<file path="config.mk">
export PLATFORM = sky130hd
export DESIGN_NAME = platform_ctrl
export DESIGN_NICKNAME = d
export VERILOG_FILES = /design/src/rtl/platform_ctrl_pkg.sv /design/src/rtl/platform_ctrl_lfsr.sv /design/src/rtl/platform_ctrl.sv
export SDC_FILE = /design/constraint.sdc
export NUM_CORES = 1
export LEC_CHECK = 0
export ABC_CLOCK_PERIOD_IN_PS = 9540
export BUFFER_PORTS_ARGS = -buffer_cell sky130_fd_sc_hd__buf_2
export CORE_ASPECT_RATIO = 0.8
export CORE_UTILIZATION = 67
export CTS_BUF_LIST = sky130_fd_sc_hd__clkbuf_16
export DETAILED_ROUTE_END_ITERATION = 8
export PLACE_DENSITY = 0.86
export SLEW_MARGIN = 20
export SYNTH_ARGS = -nofsm -noshare
export SYNTH_HDL_FRONTEND = slang
export SYNTH_HIERARCHICAL = 1
export SYNTH_SLANG_ARGS = --single-unit
export TNS_END_PERCENT = 5
</file>
<file path="constraint.sdc">
create_clock -name Clk -period 9.54 [get_ports Clk]
set_input_delay 0 -clock Clk [delete_from_list [all_inputs] [get_ports Clk]]
set_output_delay 0 -clock Clk [all_outputs]
set_load 0.02 [all_outputs]
</file>
<file path="src/rtl/platform_ctrl_pkg.sv">
// platform_ctrl_pkg: screen geometry, platform field constants and FSM encodings
// shared by platform_ctrl and the doodle state machine.
package platform_ctrl_pkg;
    localparam int NPLAT    = 8;
    localparam int PLAT_W   = 40;
    localparam int DOODLE_W = 20;
    localparam int SCREEN_W = 640;
    localparam int SCREEN_H = 480;
    localparam int MID_Y    = 240;
    localparam int LAND_TOL = 4;
    localparam int SPAWN_X0 = 32;
    localparam logic [15:0] LFSR_SEED = 16'hACE1;
    typedef enum logic [2:0] {IDLE, INIT, SCAN, UPD, REPORT} state_t;
    function automatic logic [9:0] spawn_x(input logic [8:0] rnd);
        return 10'(SPAWN_X0) + {1'b0, rnd};
    endfunction
endpackage

</file>
<file path="src/rtl/platform_ctrl_lfsr.sv">
// platform_lfsr: 16-bit Fibonacci LFSR (taps 16,14,13,11), seeded on reset;
// exposes only the low bits the platform spawner consumes.
module platform_lfsr #(
    parameter logic [15:0] SEED  = 16'hACE1,
    parameter int          OUT_W = 9
) (
    input  logic             Clk,
    input  logic             Reset,
    input  logic             en,
    output logic [OUT_W-1:0] value
);
    logic [15:0] state;
    always_ff @(posedge Clk or negedge Reset)
        if (!Reset)
            state <= SEED;
        else if (en)
            state <= {state[14:0], state[15] ^ state[13] ^ state[12] ^ state[10]};
    assign value = state[OUT_W-1:0];
endmodule

</file>
<file path="src/rtl/platform_ctrl.sv">
// platform_ctrl: owns the platform field, checks doodle landings and scrolls/respawns
// platforms one entry per cycle over a Tick-driven step.
module platform_ctrl
    import platform_ctrl_pkg::*;
#(
    parameter int NPLAT_P    = NPLAT,
    parameter int PLAT_W_P   = PLAT_W,
    parameter int DOODLE_W_P = DOODLE_W,
    parameter int SCREEN_H_P = SCREEN_H,
    parameter int MID_Y_P    = MID_Y,
    parameter int LAND_TOL_P = LAND_TOL
) (
    input  logic                       Clk,
    input  logic                       Reset,
    input  logic                       Init,
    input  logic                       Tick,
    input  logic                       Rising,
    input  logic                       Falling,
    input  logic [9:0]                 Doodle_x,
    input  logic [9:0]                 Doodle_y,
    input  logic [$clog2(NPLAT_P)-1:0] Rd_idx,
    output logic [9:0]                 Rd_x,
    output logic [9:0]                 Rd_y,
    output logic                       Busy,
    output logic                       Done,
    output logic                       Hit,
    output logic                       Bottom,
    output logic                       Scroll
);
    localparam int IW = $clog2(NPLAT_P);
    state_t          state;
    logic [IW-1:0]   cnt;
    logic [9:0]      px [NPLAT_P];
    logic [9:0]      py [NPLAT_P];
    logic            rising_l, falling_l, hit_acc;
    logic [9:0]      dx_l, dy_l;
    logic [8:0]      rnd;
    logic [9:0]      cur_x, cur_y;
    logic [10:0]     ny;
    logic            land, scroll_c, last;

    platform_lfsr #(.SEED(LFSR_SEED), .OUT_W(9)) u_lfsr (
        .Clk   (Clk),
        .Reset (Reset),
        .en    (1'b1),
        .value (rnd)
    );

    // 11-bit compares keep x+PLAT_W and y+LAND_TOL from wrapping
    always_comb begin
        cur_x    = px[cnt];
        cur_y    = py[cnt];
        ny       = {1'b0, cur_y} + 11'd1;
        last     = cnt == IW'(NPLAT_P - 1);
        scroll_c = rising_l && dy_l < 10'(MID_Y_P);
        land     = falling_l
                && ({1'b0, dx_l} + 11'(DOODLE_W_P) > {1'b0, cur_x})
                && ({1'b0, dx_l} < {1'b0, cur_x} + 11'(PLAT_W_P))
                && ({1'b0, dy_l} >= {1'b0, cur_y})
                && ({1'b0, dy_l} < {1'b0, cur_y} + 11'(LAND_TOL_P));
    end

    always_ff @(posedge Clk or negedge Reset) begin
        if (!Reset) begin
            state     <= IDLE;
            cnt       <= '0;
            for (int i = 0; i < NPLAT_P; i++) begin
                px[i] <= '0;
                py[i] <= '0;
            end
            Rd_x      <= '0;
            Rd_y      <= '0;
            Busy      <= 1'b0;
            Done      <= 1'b0;
            Hit       <= 1'b0;
            Bottom    <= 1'b0;
            Scroll    <= 1'b0;
            rising_l  <= 1'b0;
            falling_l <= 1'b0;
            dx_l      <= '0;
            dy_l      <= '0;
            hit_acc   <= 1'b0;
        end else begin
            Rd_x   <= px[Rd_idx];
            Rd_y   <= py[Rd_idx];
            Done   <= 1'b0;
            Hit    <= 1'b0;
            Bottom <= 1'b0;
            Scroll <= 1'b0;
            // Init wins everywhere: it also aborts a step in flight without a Done
            if (Init) begin
                state <= INIT;
                cnt   <= '0;
                Busy  <= 1'b1;
            end else begin
                unique case (state)
                    IDLE: if (Tick) begin
                        rising_l  <= Rising;
                        falling_l <= Falling;
                        dx_l      <= Doodle_x;
                        dy_l      <= Doodle_y;
                        hit_acc   <= 1'b0;
                        cnt       <= '0;
                        Busy      <= 1'b1;
                        state     <= SCAN;
                    end
                    INIT: begin
                        px[cnt] <= spawn_x(rnd);
                        py[cnt] <= 10'd20 + 10'd60 * 10'(cnt);
                        cnt     <= last ? '0 : cnt + 1'b1;
                        Busy    <= !last;
                        state   <= last ? IDLE : INIT;
                    end
                    SCAN: begin
                        hit_acc <= hit_acc | land;
                        cnt     <= last ? '0 : cnt + 1'b1;
                        state   <= last ? UPD : SCAN;
                    end
                    UPD: begin
                        if (scroll_c) begin
                            py[cnt] <= ny >= 11'(SCREEN_H_P) ? '0 : ny[9:0];
                            px[cnt] <= ny >= 11'(SCREEN_H_P) ? spawn_x(rnd) : cur_x;
                        end
                        cnt   <= last ? '0 : cnt + 1'b1;
                        state <= last ? REPORT : UPD;
                    end
                    REPORT: begin
                        Done   <= 1'b1;
                        Hit    <= hit_acc;
                        Bottom <= falling_l && dy_l >= 10'(SCREEN_H_P - 1) && !hit_acc;
                        Scroll <= scroll_c;
                        Busy   <= 1'b0;
                        state  <= IDLE;
                    end
                    default: state <= IDLE;
                endcase
            end
        end
    end
endmodule
</file>
==> impl_metrics.csv, run 1 <==
group,metric,value,unit
route,drtIter0Drc,911,
logic_synthesis,syn_inst,1082,
logic_synthesis,synth.top_cell.area_share,43.99,%
setup_path,start_kind,"flip-flop",
logic_synthesis,synth_edf_count,0,
die,row_count,44,
logic_synthesis,yosys.cell_types.count,61,
finish,fillCellCount,1136,
job,cap_viol_max_count,0,
route,avgRoutedWirePerCell,21.94,um
clock_tree,clkLatencyLatePin,0.53,ns
timing,hold_ws,0.01054,ns
logic_synthesis,synth_flop_cell,"dfrtp_1",
setup_path,path_delay_family,"simple AND/OR/NAND/NOR gates",
timing,tightest_slew,1.149,ns
setup_path,path_buf_inv,3,
logic_synthesis,syn_area_per_cell,11.67,um^2
min_path,min-delay-path-class,"in2async",
clock_tree,clkTransAtPathRegs,0.06,ns
logic_synthesis,synth_seq_area_share,45.65,%
grt,antenna_found_initial,0,
logic_synthesis,ys_seq_elements,230,
route,antenna_left,0,
logic_synthesis,yosys_warnings,6,
placement,port_buffers,53,
logic_synthesis,post_synth_instance_area,12630,um^2
route,drc,0,
timing,maxSlewViolCount,0,
placement,hpwl,18.77,mm
setup_path,slowest_delay,0.61,ns
route,vias,9174,
die,dieArea,19410,um^2
finish,syn_to_final_growth,10.46,%
logic_synthesis,async_flop_share,100.0,%
setup_path,cp_max_fo,30,
clock_tree,cts_made_buffers,23,
clock_tree,cts_root_buffer,"clkbuf_16",
timing,fin_setup_tns,0,ns
die,core-area,18280,um^2
setup_path,crit_type,"reg2reg",
power,power.density,248.7,nW/um^2
die,io_pins,54,
power,vdd_drop_max,0.1778,mV
placement,gp_congestion,0.9172,
clock_tree,cts_sinks,230,
route,totalWireLength,30.67,mm
logic_synthesis,syn_nets,1166,
outcome,status,"completed",
die,die_h,124.8,um
clock_tree,cts_tree,"yes",
route,routed_via_density,6.562,
grt,grt_pass1_wl,50.27,mm
timing,skew,0.01204,ns
logic_synthesis,synthTopCellsByArea,"dfrtp_1 44%, mux4_2 14%, mux2_2 6.5%",
die,initial_core_util,69.10,%
grt,grt_usage,33.71,%
setup_path,end_kind,"flip-flop",
timing,hold_viol_final,0,
grt,grt_start_max_net_pins,82,
finish,n_antenna_cell,0,
grt,grt_pass1_vias,9521,
timing,post-route-period-util,47.92,%
grt,overflow,0,
route,dr.pass1.iters,5,
die,die_w,155.5,um
timing,grt_setup_unrepaired,"no",
clock_tree,htreeDepth,1,
logic_synthesis,yosysTopAreaCell,"dfrtp_1",
finish,layout.nets,1214,
timing,timing.fmax,218.7,MHz
timing,setup_violations,0,
setup_path,cp.required,9.99,ns
timing,period_needed,4.572,ns
timing,slew_headroom,23.37,%
setup_path,cp_cell_sequence,"buf_4, mux4_2, mux2i_1, inv_1, ha_1, nand2_1, nor3_1, nand3_1, a31oi_1, or3_1, buf_4, or3_1, a21boi_1, o21ai_1",
clock_tree,clockBufferDepth,3,
setup_path,crit_slowest_cell,"mux4_2",
power,p_leak,6.315,nW
setup_path,crit_arrival,5.02,ns
finish,drive_gt1_share,25.94,%
-- cell families after synthesis --
group,share of synthesized area [%]
simple gates,9.114
flops,45.65
compound gates,10.22
mux,23.65
buf+inv,3.418
fa+ha+maj,5.627
xor+xnor,2.288
other cells,0.02969
-- layout by cell type, fill, tap and decap left out, types with 4 or more instances in the layout --
master	instances
a211oi_1	7
a21o_1	8
a21oi_1	19
a21oi_2	7
and2_1	6
buf_2	52
buf_4	11
clkbuf_16	23
clkinv_2	4
dfrtp_1	220
dfstp_2	8
dlygate4sd3_1	25
ha_1	52
inv_1	24
mux2_2	73
mux2_4	8
mux2i_1	12
mux2i_2	4
mux4_2	81
nand2_1	178
nand2b_1	4
nand3_1	22
nand4_1	5
nor2_1	33
nor3_1	6
o21ai_0	37
o21ai_1	105
o21bai_1	4
o31ai_1	9
xnor2_1	22
xor2_1	11
-- layout make-up --
type | instances | area (um^2) | area share (%)
clock buffers | 23 | 575.6 | 4.126
clock inverters | 17 | 146.4 | 1.049
inverters | 21 | 78.83 | 0.5650
multi-input cells | 764 | 6446 | 46.21
flip-flops and latches | 230 | 5768 | 41.35
well taps | 253 | 316.6 | 2.269
repair buffers | 90 | 619.3 | 4.439
-- where the power goes --
part / total, mW / internal [mW] / switching (mW)
registers: 1.45 / 1.24 / 0.215
clock network: 0.887 / 0.495 / 0.391
logic: 1.13 / 0.527 / 0.601
total: 3.47 / 2.26 / 1.21
-- synthesized netlist by cell type, types with 22 or more instances --
cell,instances
o21ai_0,37
xnor2_1,22
o21ai_1,105
nor2_1,33
nand3_1,22
mux4_2,81
clkbuf_1,38
nand2_1,181
mux2_2,73
dfrtp_1,222
ha_1,52
-- final timing paths --
kind,start,slack [ns],to,cells after the start
worst max-delay path,cnt[1]$_DFFE_PN0P_,4.97,py[53]$_DFFE_PN0P_,14
worst min-delay path,Reset,0.01,Rd_x[3]$_DFF_PN0_,2
worst max register to register,cnt[1]$_DFFE_PN0P_,4.97,py[53]$_DFFE_PN0P_,14
worst min register to register,px[11]$_DFFE_PN0P_,0.51,px[11]$_DFFE_PN0P_,2
max in group asynchronous,Reset,7.45,cnt[1]$_DFFE_PN0P_,4
min in group Clk,Rd_idx[2],0.15,Rd_y[6]$_DFF_PN0_,2
-- per-stage QoR --
step / area [um^2] / instances / total power, mW / setup WS [ns] / util, %
detailed placement: 12970 / 1333 / 2.548 / 4.946 / 70.95
CTS: 13940 / 1398 / 3.456 / 4.879 / 76.27
finish: 13950 / 1398 / 3.469 / 4.968 / 76.33
floorplan: 12630 / 1082 / 2.255 / 5.910 / -
global placement: 12970 / 1333 / 2.480 / 5.115 / 70.95
global route: 13950 / 1398 / 3.663 / 4.756 / 76.33
-- per-layer routing --
| layer | track usage [%] | vias up | routed length, um |
|---|---|---|---|
| met5 | 0 | - | 0 |
| met1 | 48.44 | 4568 | 12630 |
| met3 | 9.429 | 76 | 3286 |
| li1 | - | 4027 | - |
| met4 | 10.38 | 0 | 790 |
| met2 | 50.44 | 503 | 13960 |
-- sequential cells by signal, indices dropped and copies added (netlist names) --
name          flops
Bottom            1
dx_l             10
state             3
Hit               1
falling_l         1
hit_acc           1
cnt               3
Rd_y             10
Done              1
dy_l             10
rising_l          1
px               80
Rd_x             10
u_lfsr/state     16
py               80
Busy              1
Scroll            1
-- what timing repair did --
action	CTS	global route
buffers inserted	0	0
hold buffers	25	0
hold endpoints to repair	106	0
resized for setup	0	0
Note: power is estimated with default switching activity, not from simulation.
==> inputs of run 2 (changes only) <==
- ABC_CLOCK_PERIOD_IN_PS: 9540 -> 4200
- CORE_UTILIZATION: 67 -> 56
- PLACE_DENSITY: 0.86 -> 0.76
- clock period: 9.54 -> 4.2 ns (I/O delays scaled with it)
==> run 2 against run 1 <==
First-iteration DRC count is 1.2% lower; wire length is 0.82% higher; clock power is 110% higher; global-route usage is 5.3 points lower; critical endpoint is now py[57]$_DFFE_PN0P_; non-clock buffer count is 20 higher; flip-flop and latch count stayed put; count of clock-buffer cells in the layout stayed put; sequential share of layout area is 0.45 points lower; highest routed layer is now met5; sequential power is 130% higher; worst setup slack worse by 4.6 ns; hold slack better by 0.075 ns.
==> impl_metrics.csv, run 2 (synthesis results as in run 1) <==
group,metric,value,unit
clock_tree,clockBufferDepth,3,
grt,grt_pass1_vias,9102,
setup_path,cp.required,4.58,ns
die,row_count,48,
finish,drive_gt1_share,26.67,%
grt,antenna_found_initial,1,
clock_tree,htreeDepth,1,
clock_tree,cts_root_buffer,"clkbuf_16",
route,totalWireLength,30.92,mm
clock_tree,clkTransAtPathRegs,0.07,ns
route,dr.pass1.iters,5,
die,die_w,169.9,um
finish,final_common_cell,"dfrtp_1",
finish,n_antenna_cell,0,
timing,post-route-period-util,91.97,%
grt,overflow,0,
route,avgRoutedWirePerCell,21.09,um
timing,grt_setup_unrepaired,"no",
die,dieArea,23160,um^2
clock_tree,cts_tree,"yes",
finish,seqCellArea,5768,um^2
placement,dpl_cell_area,13200,um^2
timing,period_needed,3.863,ns
min_path,min-delay-path-class,"in2async",
timing,fin_setup_tns,0,ns
die,initial_core_util,57.77,%
finish,final_cell_area,14100,um^2
timing,tightest_slew,1.156,ns
timing,slew_headroom,22.96,%
finish,reg.largest.list,"px: 80 flops, py: 80 flops, u_lfsr/state: 16 flops",
die,io_pins,54,
power,p_leak,6.397,nW
clock_tree,cts_sinks,230,
placement,dp_slack,0.4346,ns
setup_path,cp_max_fo,18,
timing,skew,0.01889,ns
finish,multiInputGateArea,6440,um^2
job,cap_viol_max_count,0,
placement,port_buffers,53,
setup_path,end_kind,"flip-flop",
setup_path,crit_arrival,4.24,ns
finish,fillCellCount,1679,
clock_tree,post_cts_buffers,0,
outcome,status,"completed",
timing,timing.fmax,258.9,MHz
timing,hold_viol_final,0,
power,power.density,549.6,nW/um^2
setup_path,start_kind,"flip-flop",
timing,fin_ws,0.3374,ns
route,vias,9058,
route,drc,0,
grt,grt_start_max_net_pins,107,
clock_tree,cts_made_buffers,23,
power,vdd_drop_max,0.4843,mV
finish,syn_to_final_growth,11.68,%
route,antenna_left,0,
placement,gp_congestion,0.8905,
clock_tree,ctsResizeCount,0,
grt,grt_pass1_wl,50.17,mm
die,die_h,136.3,um
timing,maxSlewViolCount,0,
finish,layout_common_cells,"220 x dfrtp_1, 178 x nand2_1, 105 x o21ai_1",
route,routed_via_density,6.179,
setup_path,crit_type,"reg2reg",
timing,setup_violations,0,
finish,layout.nets,1234,
grt,grt_usage,28.38,%
timing,hold_ws,0.08594,ns
route,drtIter0Drc,900,
placement,hpwl,20.72,mm
clock_tree,clkLatencyLatePin,0.53,ns
die,core-area,21860,um^2
## run 2: changes by cell type in the layout (fill, tap and decap cells not counted), sizes merged
cell	change
clkinv	+2
buf	+20
clkinvlp	-1
inv	+2
bufinv	-2
## run 2: stage by stage
step	power (mW)	instances	util, %
final	7.752	1466	64.52
after detailed placement	5.881	1400	60.38
after global placement	5.762	1400	60.38
after global routing	8.188	1466	64.52
after CTS	7.748	1466	64.51
after floorplan	5.122	1082	-
## run 2: worst paths after layout
kind                                      end  slack [ns]  cells after the start                start
max                        py[57]$_DFFE_PN0P_        0.34                      9   cnt[1]$_DFFE_PN0P_
min                        px[40]$_DFFE_PN0P_        0.09                      2                Reset
max reg2reg                py[57]$_DFFE_PN0P_        0.34                      9   cnt[1]$_DFFE_PN0P_
min reg2reg                  Bottom$_DFF_PN0_        0.49                      1  hit_acc$_DFFE_PN0P_
max in group asynchronous  px[67]$_DFFE_PN0P_        2.92                      3                Reset
min in group Clk            Rd_x[8]$_DFF_PN0_        0.17                      2            Rd_idx[2]
## run 2: layer usage
metal / track usage [%] / vias up / part of all wire [%] / wire length (um)
met5: 0 / - / 0.042 / 13
met2: 41.62 / 454 / 43 / 13400
met4: 6.607 / 2 / 2.1 / 654
met1: 41.94 / 4475 / 44 / 13490
met3: 8.006 / 56 / 11 / 3356
li1: - / 4071 / - / -
## run 2: worst max-delay path, stage by stage (launching register included)
cell	delay, ns
dfrtp_2	0.74
buf_4	0.40
fa_1	0.52
ha_1	0.24
fa_1	0.41
xnor2_1	0.17
or3b_2	0.52
xnor2_1	0.16
a21oi_2	0.39
o21ai_1	0.15
## run 2: what timing repair did
action	in CTS	in global routing
endpoints found under the setup margin	0	0
hold buffers	25	0
hold endpoints to repair	134	0
## run 2: layout make-up
| cell class | instances | share of cell area [%] |
|---|---|---|
| clock buffer | 23 | 4.081 |
| clock inverter | 18 | 0.5411 |
| timing repair buffer | 110 | 5.606 |
| sequential | 230 | 40.89 |
| multi-input combinational | 764 | 45.66 |
| inverter | 21 | 0.5589 |
| tap | 300 | 2.661 |
## run 2: power by group
group	leakage, nW	internal (mW)	switching [mW]
combinational	3.03	1.24	1.35
sequential	3.02	2.81	0.494
clock	0.348	0.988	0.857
==> inputs of run 3 (changes only) <==
- CTS_BUF_LIST: sky130_fd_sc_hd__clkbuf_16 -> unset
- SLEW_MARGIN: 20 -> 30
- SYNTH_HIERARCHICAL: 1 -> unset
==> run 3 against run 2 <==
Sequential share of layout area is 0.97 points lower; sequential power shrank 18%; final cell count fell by 1.4%; fmax down 1.6%; via count decreased by 2.0%; design area up 2.4%; critical path depth grew 4; combinational power down 42%; hold slack got worse by 0.077 ns.
==> impl_metrics.csv, run 3 <==
group,metric,value,unit
logic_synthesis,syn_area_per_cell,12.14,um^2
timing,slew_headroom,39.40,%
timing,timing.fmax,254.8,MHz
die,dieArea,23360,um^2
placement,port_buffers,53,
timing,hold_ws,0.009328,ns
die,die_w,170.6,um
setup_path,path_buf_inv,3,
route,wl_met2,14.41,mm
route,drc,0,
finish,final_common_cell,"dfrtp_1",
finish,seqCellArea,5768,um^2
timing,fin_ws,0.2749,ns
logic_synthesis,synth_flop_cell,"dfrtp_1",
placement,dpl.cell_count,1377,
setup_path,crit_slowest_cell,"dfrtp_2",
die,die_h,136.9,um
logic_synthesis,synth-xor-area-share,2.475,%
setup_path,cp_max_fo,14,
setup_path,path_delay_family,"compound AO/OA/AOI/OAI gates",
timing,hold_viol_final,0,
logic_synthesis,post_synth_instance_area,12740,um^2
logic_synthesis,synth_mux_area_share,26.27,%
logic_synthesis,yosys.cell_types.count,67,
route,vias,8878,
grt,grt_usage,28.61,%
power,p_leak,6.599,nW
power,p_switching,1.951,mW
logic_synthesis,synthTopCellsByArea,"dfrtp_1 44%, mux4_2 15%, mux2_2 9.1%",
timing,period_needed,3.925,ns
die,row_count,48,
logic_synthesis,synth_most_common_cell,"dfrtp_1",
finish,layout_common_cells,"220 x dfrtp_1, 168 x nand2_1, 103 x mux2_2",
grt,grt_pass1_vias,9039,
placement,dpl_cell_area,13400,um^2
clock_tree,cts_root_buffer,"clkbuf_16",
clock_tree,clkLatencyLatePin,0.54,ns
clock_tree,clockBufferDepth,3,
route,totalWireLength,30.93,mm
finish,drive_gt1_share,31.50,%
finish,fin_cells,1446,
logic_synthesis,ys_top_cells_by_count,"222 x dfrtp_1, 168 x nand2_1, 103 x mux2_2, 84 x mux4_2, 54 x nor2_1",
min_path,min-delay-path-class,"in2async",
clock_tree,cts_sinks,230,
clock_tree,htreeDepth,1,
finish,reg.largest.list,"px: 80 flops, py: 80 flops, u_lfsr.state: 16 flops",
timing,setup_violations,0,
placement,dp_slack,0.2514,ns
setup_path,end_kind,"flip-flop",
setup_path,crit_arrival,4.37,ns
finish,syn_to_final_growth,13.42,%
clock_tree,cts_tree,"yes",
die,initial_core_util,58.11,%
grt,grt_start_max_net_pins,124,
route,met1_length,13.75,mm
logic_synthesis,yosys_warnings,0,
timing,post-route-period-util,93.46,%
clock_tree,post_cts_buffers,0,
route,avgRoutedWirePerCell,21.39,um
logic_synthesis,ys_seq_elements,230,
route,antenna_left,0,
finish,n_antenna_cell,0,
finish,fin_util,65.90,%
logic_synthesis,synth_top_family_by_area,"multiplexers",
logic_synthesis,synth-adder-area-share,5.580,%
logic_synthesis,syn_nets,1133,
route,drtIter0Drc,851,
finish,final_cell_area,14450,um^2
setup_path,cp.required,4.65,ns
power,fin_total_pwr,6.411,mW
clock_tree,cts_made_buffers,24,
route,routed_via_density,6.140,
setup_path,slowest_delay,0.66,ns
logic_synthesis,yosysTopAreaCell,"dfrtp_1",
power,pwr-share-seq,42.7,%
power,vdd_drop_max,0.2957,mV
route,top_layer,"met4",
logic_synthesis,yosys.area_share.simple,9.656,%
clock_tree,clkTransAtPathRegs,0.07,ns
logic_synthesis,syn_inst,1049,
timing,tightest_slew,0.9056,ns
logic_synthesis,synth_compound_area_share,8.163,%
outcome,status,"completed",
route,dr.pass1.iters,7,
finish,multiInputGateArea,6646,um^2
route,route.met3.wl,1.918,mm
logic_synthesis,async_flop_share,100.0,%
clock_tree,ctsResizeCount,0,
job,cap_viol_max_count,0,
setup_path,start_kind,"flip-flop",
power,clkPwrFrac,33.7,%
power,p_comb_share,23.7,%
die,core-area,21920,um^2
setup_path,crit_type,"reg2reg",
placement,hpwl,20.44,mm
power,sw_frac_of_total,30.43,%
finish,layout.nets,1212,
timing,skew,0.02081,ns
timing,fin_setup_tns,0,ns
die,io_pins,54,
grt,overflow,0,
timing,grt_setup_unrepaired,"no",
logic_synthesis,synth.top_cell.area_share,43.61,%
logic_synthesis,synth_edf_count,0,
timing,maxSlewViolCount,0,
placement,gp_congestion,0.8895,
logic_synthesis,synth_seq_area_share,45.27,%
setup_path,cp_cell_sequence,"buf_4, buf_4, mux4_2, mux2i_1, inv_1, ha_1, o21ai_0, nor3_1, xor2_1, ha_1, a2111oi_0, a211oi_1, o31ai_1",
grt,antenna_found_initial,0,
power,p_int,4.460,mW
power,power.density,443.8,nW/um^2
finish,fillCellCount,1647,
grt,grt_pass1_wl,50.74,mm
==> run 3: final timing paths <==
check	startpoint	end	slack, ns	depth (start not counted)
min reg2reg	u_lfsr.state[9]$_DFF_PN0_	u_lfsr.state[10]$_DFF_PN1_	0.36	0
max in group asynchronous	Reset	Rd_x[0]$_DFF_PN0_	3.20	3
min in group Clk	Rd_idx[2]	Rd_x[9]$_DFF_PN0_	0.15	2
max	cnt[1]$_DFFE_PN0P_	hit_acc$_DFFE_PN0P_	0.27	13
min	Reset	hit_acc$_DFFE_PN0P_	0.009	2
max reg2reg	cnt[1]$_DFFE_PN0P_	hit_acc$_DFFE_PN0P_	0.27	13
==> run 3: metal layers <==
metal / track usage (%) / up-vias
met5: 0 / -
met4: 8.258 / 0
met3: 4.164 / 61
met2: 45.80 / 311
met1: 40.91 / 4538
li1: - / 3968
==> run 3: kinds of logic (layout without fill, tap and decap cells) <==
logic type / Yosys count / count (layout)
compound gates: 160 / 160
xor+xnor: 36 / 36
fa+ha+maj: 55 / 55
buf+inv: 75 / 172
flops: 230 / 230
mux: 208 / 208
simple gates: 285 / 285
==> run 3: area by class of cell <==
type	instances	share of cell area (%)
Clock inverter	8	0.5716
Sequential cell	230	39.93
Inverter	19	0.5023
Clock buffer	36	4.954
Tap cell	300	2.598
Timing Repair Buffer	109	5.439
Multi-Input combinational cell	744	46.01
==> run 3: power by group through the flow <==
stage	clock, mW	sequential [mW]	combinational, mW
3_3_place_gp	0	2.75	1.45
2_1_floorplan	0	2.70	1.11
3_5_place_dp	0	2.76	1.50
4_1_cts	2.18	2.73	1.52
5_1_grt	2.27	2.77	1.66
6_report	2.16	2.73	1.52
==> run 3: repair_timing <==
item | 4_1_cts | 5_1_grt
endpoints found under the hold margin | 96 | 0
endpoints found under the setup margin | 0 | 0
hold buffers | 25 | 0
